==> src/rtl/par2ser_shifter_if.sv <==
// par2ser_shifter_if: word handshake into the shifter and the serial stream out of it.
`default_nettype none

interface par2ser_shifter_if #(
  parameter int WIDTH = 8
);
  logic             s_valid;
  logic [WIDTH-1:0] s_data;
  logic             s_ready;
  logic             ser_out;
  logic             ser_valid;
  logic             busy;
  logic             done;

  modport master (
    output s_valid, s_data,
    input  s_ready, ser_out, ser_valid, busy, done
  );

  modport slave (
    input  s_valid, s_data,
    output s_ready, ser_out, ser_valid, busy, done
  );
endinterface

`default_nettype wire

==> src/rtl/par2ser_shifter.sv <==
// par2ser_shifter: parallel word to gapless serial bit stream with valid/ready intake.
// Optional trailing even-parity bit when PAR2SER_PARITY_EN is defined.
`default_nettype none

module par2ser_shifter #(
  parameter int WIDTH      = 8,
  parameter int MSB_FIRST  = 1,
  parameter int IDLE_LEVEL = 1
) (
  input  logic             clk,
  input  logic             rstn,
  input  logic             clr,
  par2ser_shifter_if.slave bus
);

  localparam int              CW       = (WIDTH > 2) ? $clog2(WIDTH) : 1;
  localparam logic [CW-1:0]   LAST     = CW'(WIDTH - 1);
  localparam logic            IDLE_BIT = (IDLE_LEVEL != 0);

  typedef enum logic [1:0] {
    S_IDLE   = 2'd0,
    S_SHIFT  = 2'd1
`ifdef PAR2SER_PARITY_EN
    ,
    S_PARITY = 2'd2
`endif
  } state_t;

  state_t            state, state_nx;
  logic [CW-1:0]     cnt, cnt_nx;
  logic [WIDTH-1:0]  shreg;
  logic              ready_en;
  logic              ready, xfer, load, adv, done_nx;
  logic              ser_out_q, ser_valid_q, done_q;
  logic              first_bit, head_bit;
  logic [WIDTH-1:0]  load_shifted, shreg_shifted;
`ifdef PAR2SER_PARITY_EN
  logic              parity_q;
`endif

  assign first_bit     = (MSB_FIRST != 0) ? bus.s_data[WIDTH-1] : bus.s_data[0];
  assign head_bit      = (MSB_FIRST != 0) ? shreg[WIDTH-1]      : shreg[0];
  assign load_shifted  = (MSB_FIRST != 0) ? (bus.s_data << 1)   : (bus.s_data >> 1);
  assign shreg_shifted = (MSB_FIRST != 0) ? (shreg << 1)        : (shreg >> 1);

  always_ff @(posedge clk or negedge rstn) begin
    if (!rstn) begin
      state <= S_IDLE;
      cnt   <= '0;
    end else begin
      state <= state_nx;
      cnt   <= cnt_nx;
    end
  end

  always_comb begin
    ready    = 1'b0;
    state_nx = state;
    cnt_nx   = cnt;
    load     = 1'b0;
    adv      = 1'b0;
    done_nx  = 1'b0;

    // Readiness depends only on state, counter and clr, so s_valid can never loop back into it.
    if (ready_en && !clr) begin
      case (state)
        S_IDLE:   ready = 1'b1;
`ifdef PAR2SER_PARITY_EN
        S_SHIFT:  ready = 1'b0;
        S_PARITY: ready = 1'b1;
`else
        S_SHIFT:  ready = (cnt == LAST);
`endif
        default:  ready = 1'b0;
      endcase
    end
    xfer = bus.s_valid && ready;

    case (state)
      S_IDLE: begin
        if (xfer) begin
          state_nx = S_SHIFT;
          cnt_nx   = '0;
          load     = 1'b1;
        end
      end
      S_SHIFT: begin
        if (cnt != LAST) begin
          cnt_nx = cnt + CW'(1);
          adv    = 1'b1;
        end else begin
          cnt_nx = '0;
`ifdef PAR2SER_PARITY_EN
          state_nx = S_PARITY;
`else
          if (xfer) load = 1'b1;
          else      state_nx = S_IDLE;
`endif
        end
      end
`ifdef PAR2SER_PARITY_EN
      S_PARITY: begin
        cnt_nx = '0;
        if (xfer) begin
          state_nx = S_SHIFT;
          load     = 1'b1;
        end else begin
          state_nx = S_IDLE;
        end
      end
`endif
      default: begin
        state_nx = S_IDLE;
        cnt_nx   = '0;
      end
    endcase

    if (clr) begin
      state_nx = S_IDLE;
      cnt_nx   = '0;
      load     = 1'b0;
      adv      = 1'b0;
    end

`ifdef PAR2SER_PARITY_EN
    done_nx = (state_nx == S_PARITY);
`else
    done_nx = (state_nx == S_SHIFT) && (cnt_nx == LAST);
`endif
  end

  // Outputs are registered from next-state values so a word loaded at edge N shows its first bit right after N.
  always_ff @(posedge clk or negedge rstn) begin
    if (!rstn) begin
      shreg       <= '0;
      ready_en    <= 1'b0;
      ser_out_q   <= IDLE_BIT;
      ser_valid_q <= 1'b0;
      done_q      <= 1'b0;
`ifdef PAR2SER_PARITY_EN
      parity_q    <= 1'b0;
`endif
    end else begin
      ready_en    <= 1'b1;
      ser_valid_q <= (state_nx != S_IDLE);
      done_q      <= done_nx;
      if (load) begin
        shreg     <= load_shifted;
        ser_out_q <= first_bit;
`ifdef PAR2SER_PARITY_EN
        parity_q  <= ^bus.s_data;
`endif
      end else if (adv) begin
        shreg     <= shreg_shifted;
        ser_out_q <= head_bit;
`ifdef PAR2SER_PARITY_EN
      end else if (state_nx == S_PARITY) begin
        ser_out_q <= parity_q;
`endif
      end else if (state_nx == S_IDLE) begin
        ser_out_q <= IDLE_BIT;
      end
    end
  end

  assign bus.s_ready   = ready;
  assign bus.ser_out   = ser_out_q;
  assign bus.ser_valid = ser_valid_q;
  assign bus.done      = done_q;
  assign bus.busy      = (state != S_IDLE);

endmodule

`default_nettype wire

==> src/flat_wrapper.sv <==
// flat-port wrapper written by rule: the top's interface ports become plain ports
module par2ser_shifter_flat 
#(
  parameter int WIDTH      = 8,
  parameter int MSB_FIRST  = 1,
  parameter int IDLE_LEVEL = 1
)
  (clk, rstn, clr, bus_s_valid, bus_s_data, bus_s_ready, bus_ser_out, bus_ser_valid, bus_busy, bus_done);
  par2ser_shifter_if #(.WIDTH(WIDTH)) bus_i ();
  input  logic clk;
  input  logic rstn;
  input  logic clr;
  input wire logic [$bits(bus_i.s_valid)-1:0] bus_s_valid;
  input wire logic [$bits(bus_i.s_data)-1:0] bus_s_data;
  output wire logic [$bits(bus_i.s_ready)-1:0] bus_s_ready;
  output wire logic [$bits(bus_i.ser_out)-1:0] bus_ser_out;
  output wire logic [$bits(bus_i.ser_valid)-1:0] bus_ser_valid;
  output wire logic [$bits(bus_i.busy)-1:0] bus_busy;
  output wire logic [$bits(bus_i.done)-1:0] bus_done;
  assign bus_i.s_valid = bus_s_valid;
  assign bus_i.s_data = bus_s_data;
  assign bus_s_ready = bus_i.s_ready;
  assign bus_ser_out = bus_i.ser_out;
  assign bus_ser_valid = bus_i.ser_valid;
  assign bus_busy = bus_i.busy;
  assign bus_done = bus_i.done;
  par2ser_shifter #(.WIDTH(WIDTH), .MSB_FIRST(MSB_FIRST), .IDLE_LEVEL(IDLE_LEVEL)) u_core (.clk(clk), .rstn(rstn), .clr(clr), .bus(bus_i));
endmodule
==> config.mk <==
export PLATFORM = sky130hd
export DESIGN_NAME = par2ser_shifter_flat
export DESIGN_NICKNAME = d
export VERILOG_FILES = /design/src/rtl/par2ser_shifter_if.sv /design/src/rtl/par2ser_shifter.sv /design/src/flat_wrapper.sv
export SDC_FILE = /design/constraint.sdc
export NUM_CORES = 1
export LEC_CHECK = 0
export ABC_CLOCK_PERIOD_IN_PS = 3560
export BUFFER_PORTS_ARGS = -buffer_cell sky130_fd_sc_hd__buf_2
export CAP_MARGIN = 20
export CORE_AREA = 5 5 44 46
export DETAILED_ROUTE_END_ITERATION = 10
export DIE_AREA = 0 0 49 51
export PLACE_DENSITY = 0.78
export SYNTH_ARGS = -nofsm -noshare
export SYNTH_HDL_FRONTEND = slang
export SYNTH_SLANG_ARGS = --single-unit
==> constraint.sdc <==
create_clock -name clk -period 3.56 [get_ports clk]
set_input_delay 0.178 -clock clk [delete_from_list [all_inputs] [get_ports clk]]
set_output_delay 0.178 -clock clk [all_outputs]
set_load 0.01 [all_outputs]
==> results.yml, run 1 <==
run_status:
  status: "finished, final reports clean"
timing:
  finalHoldViolations: 0
  timing.fmax_ghz: 0.5580
  timing.final.crit_share_pct: 50.34
  rsz0062_at_grt: "no"
  timing.final.setup_violations: 0
  setup_total_negative_slack_ns: 0
  finClkSkew_ns: 0.01171
  slew_violations: 0
  timing.final.crit_period_ns: 1.792
floorplan:
  floorplan.rows: 14
  initial_core_util_pct: 53.40
  dieWidth_um: 49
  core_region_area_sq_mm: 0.001471
  fp.dieArea_sq_mm: 0.002499
  ioPinCount: 17
  fp.dieH_um: 51
cts:
  postCtsSetupBuffers: 0
  clock_tree.root_cell: "sky130_fd_sc_hd__clkbuf_4"
  maximum_root_to_sink_buffer_count: 2
  clock_h_tree_levels: 1
  cts-buffers-inserted: 3
  cts_tree: "done"
  cts.sink_count: 16
  clk_transition_reported_paths_ns: 0.10
  clk-insertion-delay-late_ns: 0.29
critical_path:
  worst-r2r-cell-count: 5
  crit_path_leading_delay_family: "adder cells"
  crit_buf_inv: 1
  worst_ep_arrival_time_ns: 1.61
  crit_path_end_kind: "output port"
  crit_fanout: 5
  path_depth: 6
  cp_common_cell: "sky130_fd_sc_hd__ha_1"
  reg2reg_slack_ns: 1.80
  cp_cell_sequence: "ha_1 -> ha_1 -> nand2b_2 -> nand2_1 -> nor2_1 -> buf_2"
  cpPeakStageDelay_ns: 0.41
  worst_setup_path_start_kind: "flip-flop"
  crit_path_top_delay_cell: "sky130_fd_sc_hd__dfrtp_1"
  critical_path_class: "flip-flop to output port"
  cp.required_ns: 3.38
layout:
  layout_common_cells: "16 x sky130_fd_sc_hd__buf_2, 15 x sky130_fd_sc_hd__dfrtp_1, 12 x sky130_fd_sc_hd__inv_1, 9 x sky130_fd_sc_hd__nand2_1, 6 x sky130_fd_sc_hd__o221ai_1"
  layout.nets: 106
  total_non_filler_cell_area_in_the_finished_layout_sq_um: 915.9
  area.growth.synth_to_final_pct: 16.56
  nFillCells: 119
  mostFrequentLayoutCell: "sky130_fd_sc_hd__buf_2"
  layout-drive-gt1-share_pct: 30.77
  diodes: 0
  postLayoutCoreUtil_pct: 62.24
synthesis:
  yosys.area_share.xor_xnor_pct: 0
  synthDominantCellAreaShare_pct: 47.77
  synth-adder-area-share_pct: 3.185
  yosysTopAreaCell: "sky130_fd_sc_hd__dfrtp_1"
  syn_area_sq_um: 785.8
  synth_cells: 72
  yosys-mux-area-fraction_pct: 1.433
  synth_top_family_by_area: "simple AND/OR/NAND/NOR gates"
  synth_seq_cells: 16
  synth-warning-count: 0
  post_synth_num_cell_types: 28
  synth_area_per_cell_sq_um: 10.91
  synthTopCellsByArea: "sky130_fd_sc_hd__dfrtp_1 48%, sky130_fd_sc_hd__o221ai_1 6.7%, sky130_fd_sc_hd__inv_1 5.7%, sky130_fd_sc_hd__nand2_1 4.3%, sky130_fd_sc_hd__dfstp_2 3.3%"
  synth.yosys.seq_area_share_pct: 51.11
  synth.net_count: 86
  synth_simple_gate_area_share_pct: 20.54
  compound_cell_area_share_of_the_yosys_netlist_pct: 14.97
routing:
  dr_total_vias: 563
  detail_route.wirelength.met1_um: 665
  avgViaCountPerCell: 5.262
  routed-wl-met3_um: 68
  dr.first_iter.drc_count: 4
  drt_first_pass_iters: 4
  wl_met2_um: 571
  remaining_drc_errors: 0
  final_antenna_net_count: 0
  routed.top_layer: "met4"
  routed_length_per_placed_instance_um: 12.30
  wirelength_um: 1316
grt:
  first_global_vias: 513
  wire_length_of_the_first_global_routing_pass_um: 2332
  global_route.usage.total_pct: 12.11
  globalRoute.totalOverflow: 0
  antenna_violations_before_repair: 0
  maximum_number_of_pins_on_one_net_before_global_route_repair: 17
power:
  p_leak_uw: 0.0004551
  p_switching_uw: 92.70
  p_int_uw: 290.6
  clockPowerShare_pct: 30.9
  seq_power_share_pct: 56.0
  vdd.ir_drop.worst_v: 0.0002511
  totalPowerFinal_uw: 383.3
  power_switching_share_pct: 24.18
  p_per_area_mw_per_mm2: 418.6
  power_frac_comb_pct: 13.1
placement:
  place_congestion: 0.8074
  port_buffers: 16
  dp_hpwl_um: 995.9
  placed_instance_area_sq_um: 869.6
min_path:
  holdPathStages: 2
  hold_class: "primary input to flip-flop"
flow_run:
  timing.max_cap.violations: 0
-- worst paths after layout --
path | start | to
max in group asynchronous | rstn | u_core.bus.ser_out
worst max-delay path | u_core.cnt[0] | bus_s_ready
worst min register to register | u_core.shreg[7] | u_core.bus.ser_out
min in group asynchronous | rstn | u_core.shreg[5]
worst max register to register | u_core.cnt[0] | u_core.shreg[1]
worst min-delay path | bus_s_data[7] | u_core.bus.ser_out
-- sequential cells by signal (all words and copies together), names as in the netlist --
register / cells
u_core.cnt: 3
u_core.state: 2
u_core.bus.ser_valid: 1
u_core.ready_en: 1
u_core.shreg: 7
u_core.bus.ser_out: 1
u_core.bus.done: 1
-- through the flow --
stage          hold WS (ns)  std cells  worst slack (ns)
2_1_floorplan       -0.1176         72             1.919
3_3_place_gp         0.1029        102             1.848
3_5_place_dp         0.1027        102             1.793
4_1_cts              0.1133        107             1.748
5_1_grt              0.1192        107             1.650
6_report             0.1151        107             1.768
-- layer usage --
layer  track usage (%)  up-vias
met3             3.198        2
met4             6.726        0
met2             17.17       11
met1             16.73      266
li1                  -      284
met5                 0        -
-- kinds of logic after synthesis --
| family | Yosys count |
|---|---|
| muxes | 1 |
| adders and majority gates | 2 |
| AOI/OAI and AO/OA | 13 |
| other | 2 |
| buffers and inverters | 14 |
| DFF | 16 |
| and+or+nand+nor | 24 |
-- area by class of cell --
class                   count  area [sq um]  share of cell area (%)
well taps                  16         20.02                   2.186
repair buffers             17         90.09                   9.836
flip-flops and latches     16         401.6                   43.85
inverters                  12         45.04                   4.918
clock buffers               4         36.28                   3.962
multi-input cells          42         322.8                   35.25
-- timing repair --
action | 4_1_cts | 5_1_grt
resized for setup | 0 | 0
hold buffers | 1 | 0
hold endpoints to repair | 15 | 0
-- power groups by stage --
stage / sequential [uW] / clock (uW) / combinational, uW
finish: 215 / 118 / 50.1
global route: 218 / 130 / 58.2
CTS: 215 / 121 / 51.0
detailed placement: 218 / 0 / 50.2
global placement: 218 / 0 / 48.6
floorplan: 214 / 0 / 36.5
-- worst register-to-register path, cell delays in order, from the launching register on --
cell and delay [ns]:
sky130_fd_sc_hd__dfrtp_1 0.41, sky130_fd_sc_hd__ha_1 0.21, sky130_fd_sc_hd__ha_1 0.21, sky130_fd_sc_hd__nor4b_4 0.47, sky130_fd_sc_hd__nor2b_1 0.09, sky130_fd_sc_hd__mux2_2 0.28
-- synthesized netlist by cell type, drive strengths merged --
master and instances:
o21ai 1, dfrtp 15, buf 2, a2111oi 1
a211oi 2, ha 2, nor4b 1, nand2 9
nor4 1, dfstp 1, nor3 2, mux2 1
or3 1, nand2b 2, o221ai 6, or2 1
nor2 1, a2bb2oi 1, a22oi 2, and2b 2
conb 2, inv 12, nand4b 1, nand3b 1
nor2b 2
Note: power is estimated with default switching activity, not from simulation.
==> inputs of run 2 (changes only) <==
--- a/config.mk
+++ b/config.mk
@@ -5,13 +5,14 @@
 export SDC_FILE = /design/constraint.sdc
 export NUM_CORES = 1
 export LEC_CHECK = 0
-export ABC_CLOCK_PERIOD_IN_PS = 3560
+export ABC_AREA = 1
+export ABC_CLOCK_PERIOD_IN_PS = 1570
 export BUFFER_PORTS_ARGS = -buffer_cell sky130_fd_sc_hd__buf_2
 export CAP_MARGIN = 20
-export CORE_AREA = 5 5 44 46
+export CORE_AREA = 5 5 47 49
 export DETAILED_ROUTE_END_ITERATION = 10
-export DIE_AREA = 0 0 49 51
-export PLACE_DENSITY = 0.78
+export DIE_AREA = 0 0 52 54
+export PLACE_DENSITY = 0.7
 export SYNTH_ARGS = -nofsm -noshare
 export SYNTH_HDL_FRONTEND = slang
 export SYNTH_SLANG_ARGS = --single-unit
==> constraint.sdc (replaced) <==
create_clock -name clk -period 1.57 [get_ports clk]
set_input_delay 0.0785 -clock clk [delete_from_list [all_inputs] [get_ports clk]]
set_output_delay 0.0785 -clock clk [all_outputs]
set_load 0.01 [all_outputs]
==> results.yml, run 2 <==
layout:
  area.growth.synth_to_final_pct: 28.34
  postLayoutCoreUtil_pct: 53.50
  layout_common_cells: "19 x sky130_fd_sc_hd__nand3_1, 16 x sky130_fd_sc_hd__buf_2, 15 x sky130_fd_sc_hd__dfrtp_1, 14 x sky130_fd_sc_hd__nand2_1, 7 x sky130_fd_sc_hd__inv_1"
  nFillCells: 161
  layout-drive-gt1-share_pct: 35.19
  largest_reg_flops: 7
  diodes: 0
  reg_top3: "u_core.shreg (7), u_core.cnt (3), u_core.state (2)"
  total_non_filler_cell_area_in_the_finished_layout_sq_um: 974.7
  mostFrequentLayoutCell: "sky130_fd_sc_hd__nand3_1"
  regMostFlops: "u_core.shreg"
  layout.nets: 123
placement:
  dp_hpwl_um: 1116
  place_congestion: 0.7774
  placed_instance_area_sq_um: 884.6
  port_buffers: 16
critical_path:
  cp.required_ns: 1.49
  critical_path_class: "flip-flop to output port"
  crit_fanout: 3
  crit_path_end_kind: "output port"
  worst_ep_arrival_time_ns: 1.38
  worst_setup_path_start_kind: "flip-flop"
timing:
  timing.final.crit_share_pct: 93.11
  timing.fmax_ghz: 0.6841
  finalHoldViolations: 0
  timing.final.setup_violations: 0
  setup_total_negative_slack_ns: 0
  slew_violations: 0
  rsz0062_at_grt: "no"
  timing.final.crit_period_ns: 1.462
  finClkSkew_ns: 0.001139
cts:
  clock_h_tree_levels: 1
  cts_tree: "done"
  clk-insertion-delay-late_ns: 0.28
  maximum_root_to_sink_buffer_count: 2
  cts.sink_count: 16
  clk_transition_reported_paths_ns: 0.10
  clock_tree.root_cell: "sky130_fd_sc_hd__clkbuf_4"
  cts-buffers-inserted: 3
synthesis:
  fraction_of_registers_with_async_set_or_reset_after_synthesis_pct: 100.0
  yosysTopAreaCell: "sky130_fd_sc_hd__dfrtp_1"
  synth.net_count: 97
  synthFlopType: "sky130_fd_sc_hd__dfrtp_1"
  syn_area_sq_um: 759.5
  synthDominantCellAreaShare_pct: 49.42
  synth_seq_cells: 16
  synth-warning-count: 0
  synth_cells: 83
  synth_area_per_cell_sq_um: 9.150
  synthTopCellsByArea: "sky130_fd_sc_hd__dfrtp_1 49%, sky130_fd_sc_hd__nand3_1 13%, sky130_fd_sc_hd__nand2_1 7.9%, sky130_fd_sc_hd__inv_1 4.4%, sky130_fd_sc_hd__dfstp_2 3.5%"
  synth_enable_flop_cells: 0
  synth.yosys.seq_area_share_pct: 52.88
  post_synth_num_cell_types: 18
  synth.top_cells.by_count: "19 x sky130_fd_sc_hd__nand3_1, 16 x sky130_fd_sc_hd__nand2_1, 15 x sky130_fd_sc_hd__dfrtp_1"
  cell_with_the_most_instances_after_synthesis: "sky130_fd_sc_hd__nand3_1"
floorplan:
  fp.dieArea_sq_mm: 0.002808
  core_region_area_sq_mm: 0.001822
  ioPinCount: 17
  initial_core_util_pct: 41.69
  floorplan.rows: 16
  dieWidth_um: 52
  fp.dieH_um: 54
grt:
  global_route.usage.total_pct: 12.57
  wire_length_of_the_first_global_routing_pass_um: 2518
  globalRoute.totalOverflow: 0
  first_global_vias: 606
  antenna_violations_before_repair: 0
  maximum_number_of_pins_on_one_net_before_global_route_repair: 17
min_path:
  hold_class: "primary input to flip-flop"
routing:
  dr_total_vias: 625
  routed_length_per_placed_instance_um: 10.96
  final_antenna_net_count: 0
  avgViaCountPerCell: 4.630
  drt_first_pass_iters: 4
  wirelength_um: 1480
  dr.first_iter.drc_count: 6
  remaining_drc_errors: 0
power:
  vdd.ir_drop.worst_v: 0.0004687
  totalPowerFinal_uw: 871.6
  p_per_area_mw_per_mm2: 894.3
  p_leak_uw: 0.0004983
run_status:
  status: "finished, final reports clean"
flow_run:
  timing.max_cap.violations: 0
==> run 2: changes by cell type after synthesis, sizes merged, moves of 3 or more <==
cell and change:
a21oi +3, inv -3, nor2 +6, o221ai -6
nand2 +11, nand3 +19
==> run 2: timing repair <==
item | 4_1_cts | 5_1_grt
setup endpoints to repair | 1 | 10
gates cloned | 0 | 0
buffers inserted | 0 | 0
resized for setup | 1 | 8
endpoints found under the hold margin | 19 | 0
hold buffers | 3 | 0
==> run 2: stage by stage <==
stage / setup WS, ns / cells / hold slack, ns
2_1_floorplan: 0.09376 / 83 / -0.2171
3_5_place_dp: 0.04623 / 128 / 0.009288
6_report: 0.1082 / 135 / 0.007077
3_3_place_gp: 0.09620 / 128 / 0.005167
4_1_cts: 0.02109 / 135 / 0.002126
5_1_grt: 0.008125 / 135 / 0.01272
==> run 2: cells by family after synthesis <==
group                    Yosys count  synth area share, %
other                              2               0.9888
flip-flops                        16                52.88
buffers and inverters             10                5.930
AND/OR/NAND/NOR                   47                31.96
adder cells (fa/ha/maj)            2                3.294
AO/OA/AOI/OAI                      6                4.942
==> run 2: layout make-up <==
type	instances	area, sq um	share of cell area, %
clock buffers	4	36.28	3.723
inverters	9	33.78	3.466
multi-input cells	57	332.8	34.15
flip-flops and latches	16	401.6	41.21
well taps	27	33.78	3.466
repair buffers	22	136.4	13.99
==> run 2: layer usage <==
layer  vias to the layer above  GRT usage, %  share of wire [%]
li1                        318             -                  -
met3                         2         2.493                3.4
met5                         -             0                  0
met1                       290         16.23                 45
met2                        15         19.04                 50
met4                         0         8.297                1.6
==> run 2: power by group <==
group | total, uW | internal, uW | switching (uW)
sequential | 484 | 458 | 26.0
combinational | 113 | 51.8 | 61.5
clock | 274 | 141 | 133
==> run 2: final timing paths <==
check                                      from            endpoint  cells after the start  slack (ns)
worst max-delay path              u_core.cnt[0]         bus_s_ready                      7        0.11
worst max register to register    u_core.cnt[1]     u_core.shreg[3]                      8        0.13
max in group asynchronous                  rstn  u_core.bus.ser_out                      2        1.05
min in group asynchronous                  rstn       u_core.cnt[0]                      2        0.22
worst min-delay path              bus_s_data[5]     u_core.shreg[6]                      3       0.007
worst min register to register  u_core.shreg[4]     u_core.shreg[4]                      2        0.54
==> run 2: critical path, stage by stage, from the launching register on <==
cell	delay [ns]
sky130_fd_sc_hd__dfrtp_1	0.39
sky130_fd_sc_hd__ha_2	0.19
sky130_fd_sc_hd__ha_2	0.17
sky130_fd_sc_hd__inv_2	0.07
sky130_fd_sc_hd__nand2_4	0.06
sky130_fd_sc_hd__nand2_2	0.05
sky130_fd_sc_hd__nor2_1	0.04
sky130_fd_sc_hd__buf_2	0.13
